[src/rtl/rr_arbiter8.sv]
// Eight-requester round-robin arbiter with registered one-hot grant, hold-until-release and one IDLE gap per handover.
// Optional grant timeout compiled in with `define ARB_TIMEOUT_EN (limit set by MAX_HOLD).
module rr_arbiter8 #(
    parameter int unsigned MAX_HOLD = 16
) (
    input  logic       clk,
    input  logic       rst_n,
    input  logic [7:0] req,
    output logic [7:0] gnt,
    output logic [2:0] gnt_idx,
    output logic       gnt_valid,
    output logic       preempt,
    output logic       dbg_state_o,
    output logic [2:0] dbg_ptr_o
);

    typedef enum logic {S_IDLE = 1'b0, S_GRANT = 1'b1} state_t;

    if (MAX_HOLD < 1 || MAX_HOLD > 255) begin : g_bad_max_hold
        $error("rr_arbiter8: MAX_HOLD must be in 1..255");
    end

    state_t     state_q, state_d;
    logic [2:0] ptr_q, ptr_d;
    logic [2:0] idx_q, idx_d;
    logic [7:0] gnt_q, gnt_d;
    logic       valid_q, valid_d;
    logic [2:0] win;
    logic [2:0] cand;
    logic       win_found;
`ifdef ARB_TIMEOUT_EN
    logic [7:0] hold_q, hold_d;
    logic       preempt_q, preempt_d;
`endif

    // Priority search ptr, ptr+1, ... wrapping mod 8; first set request wins.
    always_comb begin
        win       = 3'd0;
        win_found = 1'b0;
        cand      = 3'd0;
        for (int i = 0; i < 8; i++) begin
            cand = ptr_q + 3'(i);
            if (!win_found && req[cand]) begin
                win       = cand;
                win_found = 1'b1;
            end
        end
    end

    always_ff @(posedge clk) begin
        if (!rst_n) begin
            state_q   <= S_IDLE;
            ptr_q     <= 3'd0;
            idx_q     <= 3'd0;
            gnt_q     <= 8'h00;
            valid_q   <= 1'b0;
`ifdef ARB_TIMEOUT_EN
            hold_q    <= 8'd0;
            preempt_q <= 1'b0;
`endif
        end else begin
            state_q   <= state_d;
            ptr_q     <= ptr_d;
            idx_q     <= idx_d;
            gnt_q     <= gnt_d;
            valid_q   <= valid_d;
`ifdef ARB_TIMEOUT_EN
            hold_q    <= hold_d;
            preempt_q <= preempt_d;
`endif
        end
    end

    always_comb begin
        state_d   = state_q;
        ptr_d     = ptr_q;
        idx_d     = idx_q;
        gnt_d     = gnt_q;
        valid_d   = valid_q;
`ifdef ARB_TIMEOUT_EN
        hold_d    = hold_q;
        preempt_d = 1'b0;
`endif
        case (state_q)
            S_IDLE: begin
                // New requests are only evaluated here, so a release edge never hands over directly.
                if (win_found) begin
                    state_d = S_GRANT;
                    idx_d   = win;
                    gnt_d   = 8'h01 << win;
                    valid_d = 1'b1;
                    ptr_d   = win + 3'd1;
`ifdef ARB_TIMEOUT_EN
                    hold_d  = 8'd0;
`endif
                end
            end
            S_GRANT: begin
                if (!req[idx_q]) begin
                    state_d = S_IDLE;
                    idx_d   = 3'd0;
                    gnt_d   = 8'h00;
                    valid_d = 1'b0;
                end
`ifdef ARB_TIMEOUT_EN
                // Owner release takes precedence over a timeout landing on the same edge.
                else if (hold_q == 8'(MAX_HOLD - 1)) begin
                    state_d   = S_IDLE;
                    idx_d     = 3'd0;
                    gnt_d     = 8'h00;
                    valid_d   = 1'b0;
                    preempt_d = 1'b1;
                end else begin
                    hold_d = hold_q + 8'd1;
                end
`endif
            end
            default: begin
                state_d = S_IDLE;
                idx_d   = 3'd0;
                gnt_d   = 8'h00;
                valid_d = 1'b0;
            end
        endcase
    end

    always_comb begin
        gnt         = gnt_q;
        gnt_idx     = idx_q;
        gnt_valid   = valid_q;
        dbg_state_o = (state_q == S_GRANT);
        dbg_ptr_o   = ptr_q;
`ifdef ARB_TIMEOUT_EN
        preempt     = preempt_q;
`else
        preempt     = 1'b0;
`endif
    end

endmodule

[config.mk]
export PLATFORM = sky130hd
export DESIGN_NAME = rr_arbiter8
export DESIGN_NICKNAME = d
export VERILOG_FILES = /design/src/rtl/rr_arbiter8.sv
export SDC_FILE = /design/constraint.sdc
export NUM_CORES = 1
export LEC_CHECK = 0
export BUFFER_PORTS_ARGS = -buffer_cell sky130_fd_sc_hd__buf_2
export CAP_MARGIN = 25
export CELL_PAD_IN_SITES_DETAIL_PLACEMENT = 0
export CELL_PAD_IN_SITES_GLOBAL_PLACEMENT = 2
export CORE_ASPECT_RATIO = 1.2
export CORE_MARGIN = 2
export CORE_UTILIZATION = 33
export DETAILED_ROUTE_END_ITERATION = 7
export PLACE_DENSITY_LB_ADDON = 0.1
export SYNTH_ARGS = -nofsm -noshare
export SYNTH_HDL_FRONTEND = slang
export SYNTH_SLANG_ARGS = --single-unit
[constraint.sdc]
create_clock -name clk -period 3.9 [get_ports clk]
set_input_delay 1.17 -clock clk [delete_from_list [all_inputs] [get_ports clk]]
set_output_delay 1.17 -clock clk [all_outputs]
set_load 0.01 [all_outputs]
==> Word level (Yosys, flattened, before mapping) <==
Index checks and enable logic that the tools add are counted.
{ "classes": {"mul": 0, "mux": 46, "n_reduce_logical": 16, "bitwise": 1, "div_mod_pow": 0, "n_addsub": 8, "order_cmp": 9, "shift": 1, "eq_ne": 2} }
{ "op_table": {"columns": ["op", "n"], "rows": [
  ["$lt 3x4->1 const B", 9],
  ["$mux 3", 10],
  ["$bmux 1 s3", 9],
  ["$mux 1", 21],
  ["$mux 8", 2],
  ["$pmux 8 s2", 1],
  ["$add 3x3->3 const B", 4],
  ["$shl 1x3->8 const A", 1],
  ["$logic_and 1x1->1", 7],
  ["$logic_not 1->1", 7],
  ["$add 3x1->3 const B", 2],
  ["$add 3x2->3 const B", 2],
  ["$pmux 3 s2", 1],
  ["$ne 2x2->1 const B", 2],
  ["$pmux 1 s2", 2],
  ["$reduce_and 2->1", 2],
  ["$not 1->1", 1]
]} }
{ "word_totals": {"mem_bits_ro": 0, "input_bits": 10, "register_bits": 16, "ram_bits": 0, "output_inout_bits": 17, "latchBits": 0, "elab_cells": 88, "n_memories": 0} }

==> Longest topological paths before layout <==
{ "logic_depth": {"word_depth": 27, "ltp_mapped": 16, "mapped_depth_nobuf": 13} }

==> Worst setup path after synthesis <==
Ideal clock, no wire load.
{ "synth_path": {"path_type": "reg-to-reg", "startpoint": "register ptr_q[1] (netlist: dbg_ptr_o[1])", "endpoint": "register ptr_q[2] (netlist: dbg_ptr_o[2])", "path_slack_ns": -0.083, "synth_period_minus_slack_ns": 3.983, "stages_incl_launch_ff": 17, "required_time_ns": 3.784, "arrival_time_ns": 3.867, "n_path_buf": 3, "setup_time_ns": 0.116, "path_cell_list": "dfxtp_1 buf_6 clkbuf_1 inv_1 ha_1 buf_6 mux4_2 mux2_4 o32ai_4 nand3_2 o32ai_1 nor2_1 or2_2 ha_1 ha_1 mux2i_1 nor2_1"} }
{ "synth_between": {"elab_chain_cells": 25, "elab_cells_between_ends": 55, "cone_classes": "add/sub: 8; mux: 32; reduce/logical: 15"} }
{ "synth_rtl": {"columns": ["element", "line", "text"], "rows": [
  ["start: declaration", "24", "logic [2:0] ptr_q, ptr_d;"],
  ["start signal: assignment", "63", "ptr_q <= ptr_d;"],
  ["parallel branches: the longest is 25 deep, another holds $add 3x1->3", null, null]
]} }
Parallel ways; which one is timed is not known. The select of a mux whose other input is x is not followed.
A chain may end at the register's enable or synchronous reset.

==> Worst setup path after layout <==
{ "layout_path": {"startpoint": "input port req[6]", "endpoint": "register ptr_q[2] (netlist: dbg_ptr_o[2])"} }
{ "layout_between": {"elab_chain_cells": 25, "elab_cells_between_ends": 48, "cone_classes": "add/sub: 1; mux: 32; reduce/logical: 15"} }
{ "layout_rtl": {"columns": ["element", "line", "text"], "rows": [
  ["start: declaration", "8", "input logic [7:0] req,"],
  ["$bmux 1 s3", "43", "if (!win_found && req[cand]) begin"],
  ["$mux 1 (implied by the code)", "43", null],
  ["$mux 1", "43", null],
  ["$logic_not 1->1", "43", null],
  ["$logic_and 1x1->1", "43", null],
  ["$mux 1", "43", null],
  ["$logic_not 1->1", "43", null],
  ["$logic_and 1x1->1", "43", null],
  ["(+9 left out)", null, null],
  ["$mux 1", "43", null],
  ["$logic_not 1->1", "43", null],
  ["$logic_and 1x1->1", "43", null],
  ["$mux 1", "43", null],
  ["$logic_not 1->1", "43", null],
  ["$logic_and 1x1->1", "43", null],
  ["$mux 3 / $mux 1 (equally long branches)", "43", null],
  ["$add 3x1->3 / $reduce_and 2->1 (equally long branches)", null, null]
]} }
Parallel ways exist; a longest one is shown, timed or not. The select of a mux whose other input is x is not followed.

==> results.md <==
* Detailed Place HPWL at 3.85 mm
* Area share of fa/ha/maj cells after synthesis at 4.86%
* Nets@finish at 232
* Vias post-DR at 1633
* Post-synth EDFFs at 0
* Hold-fix buffers, CTS at 0
* Arrival @ worst endpoint at 3830 ps
* Hold Fails Final Rpt at 0
* DR DRC count at 0
* Seq/Total Area, Yosys at 17.8%
* Starting Density at 34.2%
* WL/cell at 18.0 um
* Die ar. at 6070 um^2
* Worst vdd ir at 0.000361 V
* Largest family of logic cells by synthesized area: multiplexers
* Syn Nets at 194
* HP Start: gnt[6]
* Fraction of layout cells with a size suffix above 1 at 37.4%
* Num CTS Buffers at 3
* Fmax at 272 MHz
* Root buffer cell: clkbuf_8
* Worst-Skew Late Latency at 260 ps
* Final-report setup violation count at 0
* Iteration-0 DRC count of the detailed router at 87
* Mean Syn Cell Area at 10.2 um^2
* Total wire length at 4.97 mm
* Ys async rst share at 0%
* Proportion of synthesized area in mux cells at 33.1%
* Die width at 71.5 um
* Placed cell area at 2040 um^2
* Skew final at 1.45 ps
* Crit-path max FO at 9
* Largest net degree at the start of global routing at 19
* Max Transition Viols Final at 0
* Cells after Synth at 177
* H-tree depth at 1
* Setup crit start: req[6]
* Area Overhead vs Synth at 16.7%
* Clock sink count at 16
* Post-route ant nets at 0
* XOR/XNOR Fraction of Synth Area at 1.46%
* Total grt overflow at 0
* Std cell rows at 29
* DIE HEIGHT at 84.9 um
* CTS Buffer Depth at 2
* Worst-case headroom to the max-slew limit at 58.4%
* Simple-Gate Fraction of Synth Area at 12.4%
* Design Area, Final at 2100 um^2
* Unique cell type count in the Yosys netlist at 54
* Ys Warns at 0
* Filler Cell Count at 518
* RSZ-0062 raised after global routing: false
* Critical path endpoint category: flip-flop
* Vias in the first global route at 1622
* Core Area at 5260 um^2
* Non-filler cells, final at 276
* Worst R2R Start: dbg_ptr_o[1]
* Clock transition at path regs at 60 ps
* CP required at 4050 ps
* Fin crit share at 94.4%
* Drt first pass iters at 4
* Status: finished clean
* Post-Syn Area at 1800 um^2
* Synth Flop Type: dfxtp_1
* Max Cap Viol at 0
* N_diodes at 0
* GRT Overall Usage at 17.4%
* Initial antenna violation count at 0
* CTS tree: done
* Vias/cell at 5.92
* Fin crit period at 3680 ps
* Tightest Hold Check Type: flip-flop to flip-flop
* PortBufs at 25
* CP Launch Type: primary input
* # IOs at 27
* P_leak at 0.867 nW
* Worst slew pin tran at 622 ps
* Synth Area in Compound Gates at 21.9%
* Critical path type: primary input to flip-flop
* Final GP Congestion at 0.870
* Inst Count DP at 272
* First-pass GRT wire length at 8.34 mm
* #FFs+latches synth at 16
* Pwr Density at 883 nW/um^2
-- state kept, by name (all words and copies together), names as in the netlist --
register	flops
dbg_ptr_o	3
gnt_valid	1
gnt_idx	3
dbg_state_o	1
gnt	8
-- power breakdown --
group	internal [mW]	switching, mW	leakage, nW
logic	0.684	0.757	0.707
clock network	0.0898	0.0603	0.0288
registers	0.217	0.0479	0.131
-- synthesized netlist by cell type (all sizes together) (2+ instances only) --
cell,n,area (um^2)
mux4,17,402
dfxtp,16,320
nand2,14,55.1
nor2,13,51.3
mux2i,12,124
a21oi,10,50.1
buf,10,98.8
inv,10,37.5
ha,7,87.6
nand3,7,40.0
mux2,6,71.3
o21ai,5,25.0
a31oi,4,46.3
a32o,4,40.0
nand3b,3,22.5
o32ai,3,52.6
a211oi,2,15.0
a221oi,2,17.5
a22oi,2,15.0
a2bb2o,2,22.5
clkbuf,2,11.3
nor3,2,10.0
o211ai,2,15.0
o21a,2,15.0
o22ai,2,12.5
o2bb2ai,2,17.5
xnor2,2,17.5
-- logic make-up (layout without fill, tap and decap cells) --
family,after synthesis,in the layout
compound gates,48,48
xor+xnor,3,3
fa+ha+maj,7,7
buf+inv,22,59
flops,16,16
mux,35,35
other cells,1,1
simple gates,45,45
-- path summary, 6_finish.rpt --
path / to / slack, ps / cells after the start
worst min register to register: gnt[6] / 470 / 1
worst max-delay path: dbg_ptr_o[2] / 220 / 12
worst min-delay path: gnt[6] / 470 / 1
worst max register to register: dbg_ptr_o[2] / 290 / 13
-- routing by layer --
layer	vias up	routed length [um]	global-route usage, %
li1	773	-	-
met1	803	2050	21.5
met2	47	2590	31.1
met3	10	213	1.19
met4	0	116	6.86
met5	-	0	0
-- timing repair --
| action | in CTS | in global routing |
|---|---|---|
| endpoints found under the setup margin | 0 | 1 |
| buffers inserted | 0 | 0 |
| hold endpoints to repair | 0 | 0 |
| gates resized for setup | 0 | 1 |
-- stage by stage --
stage	hold slack, ps	setup slack (ps)	total power [mW]	TNS, ps	utilization (%)
detailed placement	454	-45.7	1.71	-45.7	38.9
finish	468	217	1.86	0	40.0
CTS	475	182	1.86	0	39.9
global placement	446	17.2	1.71	0	38.9
global route	485	71.3	2.03	0	40.0
floorplan	492	68.6	1.31	0	-
-- cell type report --
type                            count  area [um^2]  area share, %
Multi-Input combinational cell    139         1340           63.6
Clock buffer                        4         55.1           2.62
Sequential cell                    16          320           15.2
Timing Repair Buffer               45          275           13.1
Tap cell                           62         77.6           3.69
Inverter                           10         37.5           1.79
-- placed cells by master, fill, tap and decap left out, drive strengths merged, types with 3 or more instances in the layout --
cell    count
a21oi      10
a31oi       4
a32o        4
buf        45
clkbuf      4
dfxtp      16
ha          7
inv        10
mux2        6
mux2i      12
mux4       17
nand2      14
nand3       7
nand3b      3
nor2       13
o21ai       5
o32ai       3
-- worst max-delay path, cell delays in order --
cell and delay, ps:
buf_2 160, mux4_1 510, mux2_4 310, o32ai_4 290, nand3_2 110, o32ai_1 200
nor2_1 100, or2_2 330, ha_1 210, ha_1 270, mux2i_1 130, nor2_1 50
Power figures use the tool's default switching activity.
